## src/rtl/tft_spi_sink.sv

```systemverilog
// Oversampling receiver for the 4-wire TFT SPI bus that decodes CASET/PASET/RAMWR and emits pixel strobes.
// Optional sticky protocol-error output is enabled by defining TFT_SPI_SINK_ERR_EN.
module tft_spi_sink #(
  parameter int SYNC_STAGES = 2,
  parameter int COORD_W     = 16
) (
  input  logic               clk,
  input  logic               rst,
  input  logic               spi_clk,
  input  logic               spi_mosi,
  input  logic               spi_dc,
  input  logic               spi_cs,
  output logic               byte_valid,
  output logic [7:0]         byte_data,
  output logic               byte_dc,
  output logic [7:0]         cmd,
  output logic [COORD_W-1:0] x_start,
  output logic [COORD_W-1:0] x_end,
  output logic [COORD_W-1:0] y_start,
  output logic [COORD_W-1:0] y_end,
  output logic               pixel_valid,
  output logic [COORD_W-1:0] pixel_x,
  output logic [COORD_W-1:0] pixel_y,
  output logic [15:0]        pixel_color,
`ifdef TFT_SPI_SINK_ERR_EN
  output logic               err,
`endif
  output logic               in_ramwr
);

  typedef enum logic [1:0] {IDLE, CASET_P, PASET_P, RAMWR_D} state_t;

  localparam logic [COORD_W-1:0] COORD_ONE = COORD_W'(1);

  // Synchronisers carry no reset so a level held across reset cannot look like a fresh edge.
  logic [SYNC_STAGES-1:0] sclk_sync_q, mosi_sync_q, dc_sync_q, cs_sync_q;
  logic                   sclk_prev_q;
`ifdef TFT_SPI_SINK_ERR_EN
  logic                   cs_prev_q;
`endif

  always_ff @(posedge clk) begin
    sclk_sync_q <= {sclk_sync_q[SYNC_STAGES-2:0], spi_clk};
    mosi_sync_q <= {mosi_sync_q[SYNC_STAGES-2:0], spi_mosi};
    dc_sync_q   <= {dc_sync_q[SYNC_STAGES-2:0], spi_dc};
    cs_sync_q   <= {cs_sync_q[SYNC_STAGES-2:0], spi_cs};
    sclk_prev_q <= sclk_sync_q[SYNC_STAGES-1];
`ifdef TFT_SPI_SINK_ERR_EN
    cs_prev_q   <= cs_sync_q[SYNC_STAGES-1];
`endif
  end

  logic       sclk_s, mosi_s, dc_s, cs_s, sclk_rise;
  logic [7:0] shift_d;

  state_t             state_q;
  logic [2:0]         bit_cnt_q;
  logic [7:0]         shift_q;
  logic [2:0]         param_idx_q;
  logic               phase_q;
  logic [7:0]         hi_q;
  logic [COORD_W-1:0] cur_x_q, cur_y_q;
  logic               byte_valid_q, byte_dc_q, pixel_valid_q, in_ramwr_q;
  logic [7:0]         byte_data_q, cmd_q;
  logic [COORD_W-1:0] x_start_q, x_end_q, y_start_q, y_end_q, pixel_x_q, pixel_y_q;
  logic [15:0]        pixel_color_q;
`ifdef TFT_SPI_SINK_ERR_EN
  logic               err_q;
  logic               cs_rise;
  assign cs_rise = cs_s & ~cs_prev_q;
`endif

  assign sclk_s    = sclk_sync_q[SYNC_STAGES-1];
  assign mosi_s    = mosi_sync_q[SYNC_STAGES-1];
  assign dc_s      = dc_sync_q[SYNC_STAGES-1];
  assign cs_s      = cs_sync_q[SYNC_STAGES-1];
  assign sclk_rise = sclk_s & ~sclk_prev_q;
  assign shift_d   = {shift_q[6:0], mosi_s};

  // Parameter bytes are 16-bit big-endian; narrower coordinates keep the low bits.
  function automatic logic [COORD_W-1:0] put_byte(input logic [COORD_W-1:0] old,
                                                  input logic [7:0] b, input logic hi);
    logic [15:0] w;
    w = 16'(old);
    if (hi) w[15:8] = b;
    else    w[7:0]  = b;
    return COORD_W'(w);
  endfunction

  always_ff @(posedge clk) begin
    if (!rst) begin
      state_q       <= IDLE;
      bit_cnt_q     <= 3'd0;
      shift_q       <= 8'd0;
      param_idx_q   <= 3'd0;
      phase_q       <= 1'b0;
      hi_q          <= 8'd0;
      cur_x_q       <= '0;
      cur_y_q       <= '0;
      byte_valid_q  <= 1'b0;
      byte_data_q   <= 8'd0;
      byte_dc_q     <= 1'b0;
      cmd_q         <= 8'd0;
      x_start_q     <= '0;
      x_end_q       <= '0;
      y_start_q     <= '0;
      y_end_q       <= '0;
      pixel_valid_q <= 1'b0;
      pixel_x_q     <= '0;
      pixel_y_q     <= '0;
      pixel_color_q <= 16'd0;
      in_ramwr_q    <= 1'b0;
`ifdef TFT_SPI_SINK_ERR_EN
      err_q         <= 1'b0;
`endif
    end else begin
      byte_valid_q  <= 1'b0;
      pixel_valid_q <= 1'b0;
      if (cs_s) begin
        bit_cnt_q <= 3'd0;
        phase_q   <= 1'b0;
`ifdef TFT_SPI_SINK_ERR_EN
        if (cs_rise && bit_cnt_q != 3'd0) err_q <= 1'b1;
`endif
      end else if (sclk_rise) begin
        shift_q   <= shift_d;
        bit_cnt_q <= bit_cnt_q + 3'd1;
        if (bit_cnt_q == 3'd7) begin
          byte_valid_q <= 1'b1;
          byte_data_q  <= shift_d;
          byte_dc_q    <= dc_s;
          if (!dc_s) begin
            cmd_q       <= shift_d;
            param_idx_q <= 3'd0;
            phase_q     <= 1'b0;
            in_ramwr_q  <= 1'b0;
`ifdef TFT_SPI_SINK_ERR_EN
            if (phase_q) err_q <= 1'b1;
`endif
            case (shift_d)
              8'h2A:   state_q <= CASET_P;
              8'h2B:   state_q <= PASET_P;
              8'h2C: begin
                state_q    <= RAMWR_D;
                in_ramwr_q <= 1'b1;
                cur_x_q    <= x_start_q;
                cur_y_q    <= y_start_q;
              end
              default: state_q <= IDLE;
            endcase
          end else begin
            case (state_q)
              CASET_P, PASET_P: begin
                if (param_idx_q < 3'd4) begin
                  param_idx_q <= param_idx_q + 3'd1;
                  if (state_q == CASET_P) begin
                    if (!param_idx_q[1]) x_start_q <= put_byte(x_start_q, shift_d, ~param_idx_q[0]);
                    else                 x_end_q   <= put_byte(x_end_q, shift_d, ~param_idx_q[0]);
                  end else begin
                    if (!param_idx_q[1]) y_start_q <= put_byte(y_start_q, shift_d, ~param_idx_q[0]);
                    else                 y_end_q   <= put_byte(y_end_q, shift_d, ~param_idx_q[0]);
                  end
                end
`ifdef TFT_SPI_SINK_ERR_EN
                else err_q <= 1'b1;
`endif
              end
              RAMWR_D: begin
                if (!phase_q) begin
                  hi_q    <= shift_d;
                  phase_q <= 1'b1;
                end else begin
                  phase_q       <= 1'b0;
                  pixel_valid_q <= 1'b1;
                  pixel_x_q     <= cur_x_q;
                  pixel_y_q     <= cur_y_q;
                  pixel_color_q <= {hi_q, shift_d};
                  // Raster order inside the window; the last row wraps so the frame repeats.
                  if (cur_x_q == x_end_q) begin
                    cur_x_q <= x_start_q;
                    cur_y_q <= (cur_y_q == y_end_q) ? y_start_q : cur_y_q + COORD_ONE;
                  end else begin
                    cur_x_q <= cur_x_q + COORD_ONE;
                  end
                end
              end
              default: begin
`ifdef TFT_SPI_SINK_ERR_EN
                err_q <= 1'b1;
`endif
              end
            endcase
          end
        end
      end
    end
  end

  assign byte_valid  = byte_valid_q;
  assign byte_data   = byte_data_q;
  assign byte_dc     = byte_dc_q;
  assign cmd         = cmd_q;
  assign x_start     = x_start_q;
  assign x_end       = x_end_q;
  assign y_start     = y_start_q;
  assign y_end       = y_end_q;
  assign pixel_valid = pixel_valid_q;
  assign pixel_x     = pixel_x_q;
  assign pixel_y     = pixel_y_q;
  assign pixel_color = pixel_color_q;
  assign in_ramwr    = in_ramwr_q;
`ifdef TFT_SPI_SINK_ERR_EN
  assign err         = err_q;
`endif

endmodule

```

## config.mk

```make
export PLATFORM = sky130hd
export DESIGN_NAME = tft_spi_sink
export DESIGN_NICKNAME = d
export VERILOG_FILES = /design/src/rtl/tft_spi_sink.sv
export SDC_FILE = /design/constraint.sdc
export NUM_CORES = 1
export LEC_CHECK = 0
export ABC_AREA = 1
export BUFFER_PORTS_ARGS = -buffer_cell sky130_fd_sc_hd__buf_2
export CAP_MARGIN = 25
export CELL_PAD_IN_SITES_DETAIL_PLACEMENT = 0
export CELL_PAD_IN_SITES_GLOBAL_PLACEMENT = 2
export CORE_UTILIZATION = 34
export CTS_CLUSTER_SIZE = 8
export DETAILED_ROUTE_END_ITERATION = 16
export HOLD_SLACK_MARGIN = 0.15
export PLACE_DENSITY = 0.83
export SYNTH_ARGS = -nofsm -noshare
export SYNTH_HDL_FRONTEND = slang
export SYNTH_SLANG_ARGS = --single-unit
```

## constraint.sdc

```tcl
create_clock -name clk -period 5.6 [get_ports clk]
set_input_delay 0.84 -clock clk [delete_from_list [all_inputs] [get_ports clk]]
set_output_delay 0.84 -clock clk [all_outputs]
set_load 0.05 [all_outputs]
```

== Yosys cells after proc, flatten, opt, wreduce, memory -nomap -nowiden ==
Index checks and enable logic that the tools add are counted.

* Input port bits: 6
* Register bits after elaboration: 197

* Magnitude comparators: 1
* Equality and inequality tests: 14
* $add $sub $neg: 4
* Bitwise operators: 12
* Muxes and demuxes: 21
* Reductions and logical operators: 22

{| class="wikitable"
|+ Operators with widths
! cell !! count
|-
| $mux W16 || 11
|-
| $reduce_and A9 Y1 || 8
|-
| $add A16 B1 Y16 const B || 2
|-
| $eq A16 B16 Y1 || 2
|-
| $eq A8 B6 Y1 const B || 3
|-
| $reduce_and A6 Y1 || 3
|-
| $not A1 Y1 || 11
|-
| $ne A2 B1 Y1 const B || 5
|-
| $mux W3 || 3
|-
| $reduce_and A7 Y1 || 1
|-
| $add A3 B1 Y3 const B || 2
|-
| $mux W1 || 6
|-
| $pmux W2 S3 || 1
|-
| $reduce_and A3 Y1 || 2
|-
| $reduce_or A6 Y1 || 1
|-
| $reduce_and A5 Y1 || 1
|-
| $eq A2 B2 Y1 const B || 2
|-
| $reduce_and A4 Y1 || 1
|-
| $reduce_or A2 Y1 || 2
|-
| $eq A3 B3 Y1 const B || 1
|-
| $lt A3 B3 Y1 const B || 1
|-
| $reduce_or A3 Y1 || 1
|-
| $eq A2 B1 Y1 const B || 1
|-
| $reduce_and A2 Y1 || 1
|-
| 2 further kinds || 2
|}

== Longest topological paths before layout ==
Gate-level depths: netlist (run 1).

* Word-level depth: 6
* Mapped depth: 14
* Gate-level depth less buffers: 13

== Least setup slack after synthesis (run 1) ==
No wires, ideal clock.

* Path type: reg-to-reg
* From: register x_end_q[12], in the netlist x_end[12]
* To: register cur_y_q[10]
* Arrival: 1812 ps
* Stages on the path, launching flop included: 14
* Slack: 3674 ps
* Clock period less this slack: 1926 ps
* Cell sequence: dfxtp_1 -> inv_1 -> nand2_1 -> nand2_1 -> nor2_1 -> nand2_1 -> nor2_1 -> nand2_2 -> nand2_4 -> nand2_2 -> buf_6 -> buf_4 -> a21oi_1 -> nor2_1

* Cells in the longest elaborated chain, start to end: 3

{| class="wikitable"
|+ RTL lines
! item !! RTL line !! text
|-
| start, declared || 65 || <nowiki>logic [COORD_W-1:0] x_start_q, x_end_q, y_start_q, y_end_q, pixel_x_q, pixel_y_q;</nowiki>
|-
| start signal, assigned || 158 || <nowiki>else x_end_q <= put_byte(x_end_q, shift_d, ~param_idx_q[0]);</nowiki>
|-
| $eq A16 B16 Y1 || 179 || <nowiki>if (cur_x_q == x_end_q) begin</nowiki>
|-
| $ne A2 B1 Y1 (no source line) || n/a ||
|-
| $reduce_and A7 Y1 (no source line) || n/a ||
|-
| end signal, assigned || 147 || <nowiki>cur_y_q <= y_start_q;</nowiki>
|-
| end signal, assigned || 181 || <nowiki>cur_y_q <= (cur_y_q == y_end_q) ? y_start_q : cur_y_q + COORD_ONE;</nowiki>
|-
| end, declared || 62 || <nowiki>logic [COORD_W-1:0] cur_x_q, cur_y_q;</nowiki>
|}

Every way passes these cells.
A chain may end at the register's enable or synchronous reset.

== Final worst setup path (run 1) ==
* From: register sclk_sync_q[1]
* To: register cur_x_q[7]

* Cells in the longest elaborated chain, start to end: 2

{| class="wikitable"
|+ RTL lines
! item !! RTL line !! text
|-
| start, declared || 36 || <nowiki>logic [SYNC_STAGES-1:0] sclk_sync_q, mosi_sync_q, dc_sync_q, cs_sync_q;</nowiki>
|-
| start signal, assigned || 43 || <nowiki>sclk_sync_q <= {sclk_sync_q[SYNC_STAGES-2:0], spi_clk};</nowiki>
|-
| $and A1 B1 Y1 || 77 || <nowiki>assign sclk_rise = sclk_s & ~sclk_prev_q;</nowiki>
|-
| $reduce_and A6 Y1 (no source line) || n/a ||
|-
| end signal, assigned || 146 || <nowiki>cur_x_q <= x_start_q;</nowiki>
|-
| end signal, assigned || 180 || <nowiki>cur_x_q <= x_start_q;</nowiki>
|-
| end signal, assigned || 183 || <nowiki>cur_x_q <= cur_x_q + COORD_ONE;</nowiki>
|-
| end, declared || 62 ||
|}

Every way passes these cells.

==> key figures, run 1 <==
Global route
  • Routing usage on met2: 0.323
  • First-pass GRT wire length: roughly 41 mm
  • Antenna violations before repair: 0
  • Global route total overflow: 0
  • Total global-route track usage: 0.208
  • Vias in the first global route: just over 7,000
  • Largest net degree at the start of global routing: roughly 90
  • Met1 Track Usage GR: 0.299
  • Gr busiest metal: met2
  • M3 GR Usage: 0.0351

CTS
  • CTS resizes: 0
  • CTS H-tree depth: 4
  • Number of post-CTS setup repair buffers: 0
  • Hold Buf Count CTS: 0
  • CTS clock-pin slew for the worst setup and hold paths: 0.08 ns
  • Num CTS Buffers: 17
  • Clk_lat worst skew: 0.44 ns
  • Clock Path Buffers: 2
  • Root Driver: clkbuf_16
  • CTS tree: yes
  • CTS Sinks: approximately 200

Logic synthesis
  • Synth cell types: 32
  • Commonest cells post-synth: 225 x nand2_1, 197 x dfxtp_1, 151 x nor2_1
  • Synthesized cell area: between 8000 and 9000 µm²
  • Leading area contributor after synthesis: dfxtp_1
  • Share of flip-flops with an asynchronous set or reset: 0
  • Number of synthesized register bits: roughly 200
  • Number of synthesized flops with an enable pin: 0
  • Synthesized Nets: around 1,200
  • Avg Inst Size Synth: just over 7 µm²
  • Seq/Total Area, Yosys: 0.464
  • Synth Warn #: 0
  • Synth top area share: 0.464
  • Primary FF master, synth: dfxtp_1
  • Area contributors post-synth: dfxtp_1 46%, nand2_1 9.9%, o21ai_0 8.1%
  • Mapped Cells: between 1,000 and 1,500
  • Count leader, synth: nand2_1

Setup path
  • Required @ worst endpoint: slightly below 6 ns
  • Launch point of the worst reg-to-reg path: sclk_sync_q[1]
  • Arrival @ worst endpoint: ~3.5 ns
  • R2R Setup Slk: approximately 2.4 ns
  • Most frequent CP cell: nand2_2
  • Critical Path Source Type: flop
  • CP peak stage delay: around 0.60 ns
  • Worst setup path class: flop to flop
  • Largest fanout on the critical path: 48
  • Critical path cell sequence: nand2_2 -> nor2_2 -> nand2_2 -> nor2_2 -> nand2_1 -> inv_2 -> nand2_2 -> o21ai_0 -> nor2_1
  • Crit path capture type: flop
  • Worst r2r dst: cur_x_q[7]
  • R2R depth: 9
  • Slowest CP cell: nand2_2

STA
  • Setup_tns: 0 ns
  • Worst slew margin: 0.324
  • Worst Clk Skew: about 0.015 ns
  • RSZ-0062 raised after global routing: false
  • Crit path time final: around 3.2 ns
  • Final hold violation count: 0
  • Final Cycle Share: 0.569
  • Pins Over Slew Limit: 0
  • Setup violations, final: 0
  • Fmax: 314 MHz
  • Worst-Margin Slew: roughly 1.0 ns
  • Post-route worst setup slack: ~2.4 ns

Drt
  • Detailed Routing Iterations Pass 1: 4
  • Antenna viol nets, final: 0
  • Vias per inst: slightly below 5
  • DRC viols: 0
  • Drt total wl: approximately 26 mm
  • WL/cell: around 16 µm
  • DRT iter0 DRCs: approximately 420
  • Vias: roughly 7,800

Placement
  • Pre-CTS WS: between 2 and 2.5 ns
  • Gpl congestion: between 0.8 and 0.9
  • DP Area: between 9000 and 10,000 µm²
  • Dpl hpwl: roughly 18 mm
  • IO Port Bufs: roughly 140

Floorplanning
  • Num rows: between 50 and 60
  • Starting Density: 0.348
  • Die H: about 160 µm
  • Die W: roughly 160 µm
  • Num ports: between 100 and 150
  • Full die area: approximately 26,000 µm²
  • Core area: between 20,000 and 25,000 µm²

Worst hold path
  • Hold Path End: cs_sync_q[1]
  • Beginning of the worst hold path: cs_sync_q[0]
  • Worst hold path depth: 0
  • Hold WC Path Type: flop to flop

Outcome
  • Result of the run: finished, final reports clean

Cells and area
  • Share of cells above drive strength 1: 0.156
  • Final Util: 0.406
  • Final nets: 1,290
  • Area growth from synthesis to layout: 16.6%
  • Final instance area: a little under 10,000 µm²
  • Antenna Cells: 0

Power and ir drop
  • Pwr dens: between 200 and 300 nW/µm²
  • Total Power: 2680 µW
  • Worst vdd ir: between 0.00015 and 0.0002 V
  • Static Leak: approximately 0.0045 µW

Flow run
  • Maxcap violations: 0
-- kinds of logic (layout without fill, tap and decap cells) --
logic type               after synthesis  count (layout)  share of synthesized area
adder cells (fa/ha/maj)                8               8                     0.0118
flip-flops                           197             197                      0.464
AND/OR/NAND/NOR                      467             467                      0.232
AO/OA/AOI/OAI                        303             303                      0.187
buffers and inverters                184             298                     0.0885
XOR/XNOR                              16              16                     0.0165
-- sequential cells by signal, summed over array words and instances (netlist names), 2 cells and up --
signal	flops
cur_x_q	16
cur_y_q	16
pixel_color	16
pixel_x	16
pixel_y	16
x_end	16
x_start	16
y_end	16
y_start	16
byte_data	8
cmd	8
hi_q	8
shift_q	7
bit_cnt_q	3
param_idx_q	3
cs_sync_q	2
dc_sync_q	2
mosi_sync_q	2
sclk_sync_q	2
state_q	2
-- worst max-delay path by stage --
stage,startpoint,endpoint,slack [ns],depth (start not counted)
after floorplan,x_end[12],cur_y_q[10],3.67,13
after global placement,shift_q[3],cur_x_q[7],2.46,10
after detailed placement,sclk_sync_q[1],cur_x_q[7],2.40,9
after CTS,sclk_sync_q[1],cur_x_q[7],2.36,9
after global routing,sclk_sync_q[1],cur_x_q[7],2.03,9
final,sclk_sync_q[1],cur_x_q[7],2.41,9
-- routing by layer --
metal  part of all wire  vias to the layer above  routed length (µm)
met1               0.51                     3521               13400
met5                  0                        -                   0
li1                   -                     4037                   -
met2               0.44                      174               11700
met4              0.011                        0                 281
met3              0.036                       21                 955
-- layout make-up --
class / count / area (µm²)
Multi-Input combinational cell: 794 / 3800
Timing Repair Buffer: 142 / 726
Clock buffer: 17 / 425
Tap cell: 324 / 405
Clock inverter: 15 / 143
Inverter: 124 / 465
Fill cell: 2672 / 14500
Sequential cell: 197 / 3940
-- through the flow --
stage	cells	hold slack, ns
5_1_grt	1613	0.351
6_report	1613	0.332
4_1_cts	1612	0.331
3_3_place_gp	1580	0.312
2_1_floorplan	1175	0.310
3_5_place_dp	1580	0.312
-- where the power goes --
part	total (µW)	internal, µW	leakage, µW	switching [µW]
registers	1420	1410	0.00159	10.3
logic	64.3	11.5	0.00265	52.9
clock network	1200	593	0.000274	611
-- cell usage in the layout (no fill, tap or decap), drive strengths merged, types with 17 or more instances in the layout --
cell type,instances
a211oi,23
a21oi,132
buf,142
clkbuf,17
dfxtp,197
inv,129
nand2,231
nand3,52
nor2,154
o21ai,142
-- worst max-delay path, delay by kind of cell, from the launching register on --
family                 cells  cell delay (ns)
buffers and inverters      1             0.39
AOI/OAI and AO/OA          1             0.41
DFF                        1             0.34
and+or+nand+nor            7             1.92
Note: power is estimated with default switching activity, not from simulation.
==> run 2: changes to the inputs <==
--- a/config.mk
+++ b/config.mk
@@ -5,7 +5,7 @@
 export SDC_FILE = /design/constraint.sdc
 export NUM_CORES = 1
 export LEC_CHECK = 0
-export ABC_AREA = 1
+export ABC_AREA = 0
 export BUFFER_PORTS_ARGS = -buffer_cell sky130_fd_sc_hd__buf_2
 export CAP_MARGIN = 25
 export CELL_PAD_IN_SITES_DETAIL_PLACEMENT = 0
@@ -14,7 +14,7 @@
 export CTS_CLUSTER_SIZE = 8
 export DETAILED_ROUTE_END_ITERATION = 16
 export HOLD_SLACK_MARGIN = 0.15
-export PLACE_DENSITY = 0.83
+export PLACE_DENSITY = 0.79
 export SYNTH_ARGS = -nofsm -noshare
 export SYNTH_HDL_FRONTEND = slang
 export SYNTH_SLANG_ARGS = --single-unit
==> constraint.sdc (replaced) <==
create_clock -name clk -period 3.2 [get_ports clk]
set_input_delay 0.48 -clock clk [delete_from_list [all_inputs] [get_ports clk]]
set_output_delay 0.48 -clock clk [all_outputs]
set_load 0.05 [all_outputs]
==> run 2 against run 1 <==
Net effect: clock skew fell by 0.0022 ns; register-to-register slack lost 1.7 ns; cell area grew 0.99%; sequential share of layout area fell by 0.39 points; synthesized area shrank 1.4%; sequential power rose by 73%; first-iteration DRC count is 0.47% higher; total power grew 75%; synthesized cell count is 18% lower; highest routed layer unchanged.
==> key figures, run 2 <==
Setup path
  • Arrival @ worst endpoint: 2.81 ns (-0.70 ns)
  • Required @ worst endpoint: 3.54 ns (-2.38 ns)
  • R2R depth: 5 (-4)
  • Stages on worst setup path: 5 (-4)
  • Slowest CP cell: nor4_4
  • Critical path cell sequence: or4_4 -> nor4_4 -> o21a_4 -> nand3_2 -> o22ai_1
  • CP peak stage delay: 0.56 ns (-0.04 ns)
  • Critical Path Source Type: flop
  • Crit path max-delay family: simple AND/OR/NAND/NOR gates
  • Crit path capture type: flop
  • CP bufs+invs: 0 (-1)
  • Largest fanout on the critical path: 12 (-75%)
  • Worst setup path class: flop to flop

Global route
  • First-pass GRT wire length: 40.0 mm (-3.3%)
  • Vias in the first global route: 6,733 (-5.7%)
  • Antenna violations before repair: 0 (unchanged)
  • Global route total overflow: 0 (unchanged)
  • Total global-route track usage: 0.205 (-0.00315)
  • Largest net degree at the start of global routing: 63 (-28%)

STA
  • Setup violations, final: 0 (unchanged)
  • Worst-Margin Slew: 0.867 ns (-0.141 ns)
  • Pins Over Slew Limit: 0 (unchanged)
  • Worst slew margin: 0.422 (+0.0974)
  • RSZ-0062 raised after global routing: false
  • Setup_tns: 0 ns (unchanged)
  • Final Cycle Share: 0.774 (+0.205)
  • Final hold violation count: 0 (unchanged)
  • Post-route worst setup slack: 0.724 ns (-1.69 ns)
  • Fmax: 404 MHz (+29%)
  • Crit path time final: 2.48 ns (-0.712 ns)
  • Worst Clk Skew: 0.0127 ns (-0.00221 ns)

Cells and area
  • Antenna Cells: 0 (unchanged)
  • Area growth from synthesis to layout: 19.5%
  • Final nets: 1,085 (-16%)
  • Most frequent cells in the layout: 197 x dfxtp_1, 181 x nand2_1, 137 x buf_2, 102 x a21oi_1, 82 x nor2_1
  • Share of cells above drive strength 1: 0.204 (+0.0481)
  • Fill count: 2,546 (-4.7%)
  • Commonest non-fill, non-tap cell in the layout: dfxtp_1

Power and ir drop
  • Internal: 3640 µW (+81%)
  • Clock Power Share: 0.458 (+0.010)
  • Pwr dens: 469 nW/µm² (+73%)
  • Sequential share of power: 0.525 (-0.003)
  • Worst vdd ir: 0.000322 V (+110%)
  • P_sw: 1060 µW (+57%)
  • Total Power: 4700 µW (+75%)
  • Static Leak: 0.00408 µW (-9.7%)
  • Comb power frac: 0.017 (-0.007)
  • Switching Share: 0.226 (-0.0255)

Logic synthesis
  • Post-synthesis simple-gate area fraction: 0.194 (-0.0378)
  • Number of synthesized register bits: 197 (unchanged)
  • XOR/XNOR Fraction of Synth Area: 0.0481 (+0.0316)
  • Post-synthesis adder-cell area fraction: 0.0120 (+0.000169)
  • Leading area contributor after synthesis: dfxtp_1
  • Post-synthesis compound-gate area fraction: 0.137 (-0.0507)
  • Seq/Total Area, Yosys: 0.471 (+0.00666)
  • Number of synthesized flops with an enable pin: 0 (unchanged)
  • Mux contribution to synthesized area: 0.0922 (+0.0922)
  • Synth Warn #: 0 (unchanged)
  • Synthesized Nets: 977 (-18%)
  • Largest family of logic cells by synthesized area: simple AND/OR/NAND/NOR gates
  • Area contributors post-synth: dfxtp_1 47%, mux2i_1 9.1%, nand2_1 8.2%
  • Commonest cells post-synth: 197 x dfxtp_1, 182 x nand2_1, 102 x a21oi_1
  • Primary FF master, synth: dfxtp_1
  • Mapped Cells: 963 (-18%)
  • Share of flip-flops with an asynchronous set or reset: 0 (unchanged)
  • Synth top area share: 0.471 (+0.00666)
  • Synthesized cell area: 8370 µm² (-1.4%)
  • Avg Inst Size Synth: 8.70 µm² (+20%)
  • Count leader, synth: dfxtp_1
  • Synth cell types: 58 (+81%)

Outcome
  • Result of the run: finished, final reports clean

Worst hold path
  • Worst hold path depth: 1 (+1)
  • Hold WC Path Type: primary input to flop

Placement
  • Pre-CTS WS: 0.746 ns (-1.66 ns)
  • IO Port Bufs: 137 (unchanged)
  • Gpl congestion: 0.796 (-2.2%)
  • Dpl hpwl: 17.3 mm (-4.4%)

Floorplanning
  • Num rows: 57 (unchanged)
  • Core area: 24,200 µm² (-0.58%)
  • Starting Density: 0.345 (-0.00290)
  • Die H: 159 µm (-0.70%)
  • Full die area: 25,300 µm² (-1.4%)
  • Die W: 159 µm (-0.70%)
  • Num ports: 138 (unchanged)

CTS
  • CTS H-tree depth: 4 (unchanged)
  • Num CTS Buffers: 17 (unchanged)
  • CTS tree: yes
  • CTS resizes: 0 (unchanged)
  • Clock Path Buffers: 2 (unchanged)
  • Hold Buf Count CTS: 3 (+3)
  • Clk_lat worst skew: 0.44 ns (about the same)
  • Root Driver: clkbuf_16
  • CTS clock-pin slew for the worst setup and hold paths: 0.07 ns (about the same)
  • Number of post-CTS setup repair buffers: 0 (unchanged)
  • CTS Sinks: 197 (unchanged)

Flow run
  • Maxcap violations: 0 (unchanged)

Drt
  • WL/cell: 18.5 µm (+13%)
  • Met2 Wirelength: 12.1 mm (+3.9%)
  • Drt total wl: 26.0 mm (-1.1%)
  • Vias per inst: 5.03 (+4.7%)
  • Antenna viol nets, final: 0 (unchanged)
  • Vias: 7,081 (-8.7%)
  • Routed length on met1: 12.6 mm (-5.9%)
  • DRC viols: 0 (unchanged)
  • Max Used Layer: met4
  • Detailed Routing Iterations Pass 1: 7 (+3)
  • DRT iter0 DRCs: 424 (+0.47%)
  • Metal3 WL: 879 µm (-8.0%)
## run 2: cell types whose count changed in the layout (fill, tap and decap cells not counted), moves of 12 or more
cell     change
o21ai_0    -115
inv_1      -101
mux2i_1     +76
nor2_1      -69
nand2_1     -44
nand3_1     -38
a21oi_1     -30
buf_4       +22
xnor2_1     +20
inv_2       -12
o22ai_1     +12
## run 2: path summary, 6_finish.rpt
kind	start	endpoint	slack [ns]
worst max-delay path	shift_q[5]	cur_y_q[2]	0.72
worst min-delay path	spi_mosi	mosi_sync_q[0]	0.18
worst max register to register	shift_q[5]	cur_y_q[2]	0.72
worst min register to register	cs_sync_q[0]	cs_sync_q[1]	0.33
## run 2: power groups by stage
stage | Combinational [µW] | Clock [µW] | Sequential (µW)
after detailed placement | 79.9 | 0 | 2520
after global routing | 88.5 | 2290 | 2460
after global placement | 80.2 | 0 | 2520
after CTS | 82.5 | 2200 | 2460
after floorplan | 53.9 | 0 | 2520
final | 81.4 | 2150 | 2460
## run 2: metrics by stage
step	area, µm²	hold WS [ns]	utilization	cells
after floorplan	8370	0.310	-	963
final	10000	0.175	0.413	1407
after detailed placement	9400	0.316	0.388	1373
after global placement	9400	0.316	0.388	1373
after CTS	10000	0.170	0.413	1407
after global routing	10000	0.168	0.413	1407
## run 2: metal layers
| layer | vias up | track usage |
|---|---|---|
| li1 | 3533 | - |
| met1 | 3377 | 0.281 |
| met2 | 145 | 0.332 |
| met3 | 26 | 0.0310 |
| met4 | 0 | 0.0629 |
| met5 | - | 0 |
## run 2: cell type report
type	instances	area [µm²]	area share
Inverter	9	36.3	0.00363
Timing Repair Buffer	171	986	0.0985
Tap cell	324	405	0.0405
Sequential cell	197	3940	0.394
Multi-Input combinational cell	675	4060	0.406
Clock inverter	9	91.3	0.00913
Clock buffer	22	484	0.0484
## run 2: cell families (layout without fill, tap and decap cells)
kind of cell	count (synthesis)	in the layout
xor+xnor	46	46
flops	197	197
simple gates	354	354
fa+ha+maj	8	8
buf+inv	91	211
compound gates	190	190
mux	77	77
==> run 3: changes to the inputs <==
--- a/config.mk
+++ b/config.mk
@@ -5,12 +5,12 @@
 export SDC_FILE = /design/constraint.sdc
 export NUM_CORES = 1
 export LEC_CHECK = 0
-export ABC_AREA = 0
+export ABC_AREA = 1
 export BUFFER_PORTS_ARGS = -buffer_cell sky130_fd_sc_hd__buf_2
 export CAP_MARGIN = 25
 export CELL_PAD_IN_SITES_DETAIL_PLACEMENT = 0
 export CELL_PAD_IN_SITES_GLOBAL_PLACEMENT = 2
-export CORE_UTILIZATION = 34
+export CORE_UTILIZATION = 32
 export CTS_CLUSTER_SIZE = 8
 export DETAILED_ROUTE_END_ITERATION = 16
 export HOLD_SLACK_MARGIN = 0.15
==> constraint.sdc (replaced) <==
create_clock -name clk -period 2.3 [get_ports clk]
set_input_delay 0.345 -clock clk [delete_from_list [all_inputs] [get_ports clk]]
set_output_delay 0.345 -clock clk [all_outputs]
set_load 0.05 [all_outputs]
==> run 3 against run 2 <==
Net effect: non-clock buffer count up 9; global-route usage fell by 0.31 points; routed wire length rose by 4.0%; fmax rose by 18%.
==> key figures, run 3 (synthesized netlist as in run 1, its figures left out) <==
STA
  • RSZ-0062 raised after global routing: false
  • Worst-Margin Slew: 0.652 ns (-0.215 ns)
  • Worst Clk Skew: 0.0152 ns (+0.00258 ns)
  • Setup_tns: 0 ns (unchanged)
  • Final Cycle Share: 0.914 (+0.140)
  • Fmax: 476 MHz (+18%)
  • Crit path time final: 2.10 ns (-0.375 ns)
  • Final hold violation count: 0 (unchanged)
  • Setup violations, final: 0 (unchanged)
  • Worst slew margin: 0.565 (+0.143)
  • Pins Over Slew Limit: 0 (unchanged)

Placement
  • DP Area: 9650 µm² (+2.6%)
  • IO Port Bufs: 137 (unchanged)
  • Dpl hpwl: 19.2 mm (+11%)
  • Gpl congestion: 0.825 (+3.7%)
  • Cells after DPL: 1,626 (+18%)

Power and ir drop
  • Worst vdd ir: 0.000340 V (+5.4%)
  • Static Leak: 0.00473 µW (+16%)
  • Total Power: 6700 µW (+43%)
  • Pwr dens: 651 nW/µm² (+39%)

Floorplanning
  • Num rows: 59 (+3.5%)
  • Core area: 26,100 µm² (+7.5%)
  • Die H: 165 µm (+3.8%)
  • Die W: 165 µm (+3.8%)
  • Num ports: 138 (unchanged)
  • Full die area: 27,200 µm² (+7.7%)
  • Starting Density: 0.326 (-0.0194)

Drt
  • Detailed Routing Iterations Pass 1: 7 (unchanged)
  • WL/cell: 16.3 µm (-12%)
  • Drt total wl: 27.0 mm (+4.0%)
  • Vias per inst: 4.74 (-5.8%)
  • DRT iter0 DRCs: 503 (+19%)
  • Antenna viol nets, final: 0 (unchanged)
  • DRC viols: 0 (unchanged)
  • Vias: 7,878 (+11%)

Global route
  • Antenna violations before repair: 0 (unchanged)
  • Total global-route track usage: 0.202 (-0.00313)
  • First-pass GRT wire length: 41.6 mm (+4.0%)
  • Largest net degree at the start of global routing: 104 (+65%)
  • Global route total overflow: 0 (unchanged)
  • Vias in the first global route: 7,162 (+6.4%)

Cells and area
  • Final nets: 1,328 (+22%)
  • Commonest non-fill, non-tap cell in the layout: nand2_1
  • Final instance area: 10,300 µm² (+2.9%)
  • Share of cells above drive strength 1: 0.179 (-0.0247)
  • Fill count: 2,805 (+10%)
  • Non-Filler Instances: 1,662 (+18%)
  • Area growth from synthesis to layout: 21.2%
  • Most frequent cells in the layout: 225 x nand2_1, 196 x dfxtp_1, 150 x nor2_1, 137 x o21ai_0, 136 x buf_2
  • Antenna Cells: 0 (unchanged)

Setup path
  • Largest fanout on the critical path: 41 (+29)
  • Worst setup path class: flop to flop
  • Required @ worst endpoint: 2.62 ns (-0.92 ns)
  • Slowest CP cell: dfxtp_1
  • Critical path cell sequence: inv_2 -> nand2_1 -> nand2_1 -> nor2_1 -> nand2_1 -> nor2_1 -> nand2_2 -> nand2_4 -> nand2_2 -> buf_12 -> o21ai_0 -> nor2_1
  • Crit path capture type: flop
  • Arrival @ worst endpoint: 2.42 ns (-0.39 ns)
  • R2R Setup Slk: 0.20 ns (-0.53 ns)
  • Stages on worst setup path: 12 (+7)
  • R2R depth: 12 (+7)
  • Critical Path Source Type: flop
  • Crit path max-delay family: simple AND/OR/NAND/NOR gates
  • CP peak stage delay: 0.42 ns (-0.14 ns)
  • CP bufs+invs: 2 (+2)

Flow run
  • Maxcap violations: 0 (unchanged)

Worst hold path
  • Worst hold path depth: 0 (-1)
  • Hold WC Path Type: flop to flop

CTS
  • Clock Path Buffers: 2 (unchanged)
  • CTS H-tree depth: 4 (unchanged)
  • Clk_lat worst skew: 0.44 ns (about the same)
  • CTS clock-pin slew for the worst setup and hold paths: 0.08 ns (about the same)
  • Root Driver: clkbuf_16
  • Num CTS Buffers: 17 (unchanged)
  • Number of post-CTS setup repair buffers: 0 (unchanged)
  • CTS tree: yes
  • CTS Sinks: 197 (unchanged)

Outcome
  • Result of the run: finished, final reports clean
-- run 3: cell count changes in the layout (fill, tap and decap cells not counted), moves of 38 or more --
cell,change
nor2_1,+68
o21ai_0,+115
nand2_1,+44
inv_1,+101
mux2i_1,-76
nand3_1,+38
-- run 3: path summary, 6_finish.rpt --
check,endpoint,from
worst min register to register,sclk_sync_q[1],sclk_sync_q[0]
worst max register to register,cur_x_q[8],cur_x_q[8]
worst max-delay path,cur_x_q[8],cur_x_q[8]
worst min-delay path,sclk_sync_q[1],sclk_sync_q[0]
-- run 3: area by class of cell --
| cell class | count | area, µm² | share of cell area |
|---|---|---|---|
| clock buffer | 20 | 467 | 0.0453 |
| clock inverter | 12 | 131 | 0.0128 |
| inverter | 124 | 465 | 0.0452 |
| multi-input combinational | 794 | 3800 | 0.370 |
| sequential | 197 | 3950 | 0.383 |
| tap | 335 | 419 | 0.0407 |
| timing repair buffer | 180 | 1060 | 0.103 |
-- run 3: stage by stage --
step / util / hold WS (ns) / setup WS [ns]
after floorplan: - / 0.310 / 0.374
after global placement: 0.370 / 0.315 / 0.0344
after detailed placement: 0.370 / 0.312 / 0.0455
after CTS: 0.395 / 0.331 / 0.0212
after global routing: 0.395 / 0.338 / 0.00307
final: 0.395 / 0.331 / 0.199
-- run 3: timing repair --
item | CTS | global route
hold endpoints to repair | 4 | 0
hold buffers | 4 | 0
endpoints found under the setup margin | 0 | 6
gates resized for setup | 0 | 3
-- run 3: where the power goes --
group          switching, µW  internal, µW
clock                   1440          1630
sequential              11.1          3420
combinational            150          50.2
total                   1600          5100
-- run 3: routing by layer --
| metal | vias to the layer above | part of all wire | GRT usage |
|---|---|---|---|
| li1 | 4118 | - | - |
| met1 | 3598 | 0.52 | 0.293 |
| met2 | 139 | 0.43 | 0.309 |
| met3 | 23 | 0.035 | 0.0329 |
| met4 | 0 | 0.012 | 0.0471 |
| met5 | - | 0 | 0 |
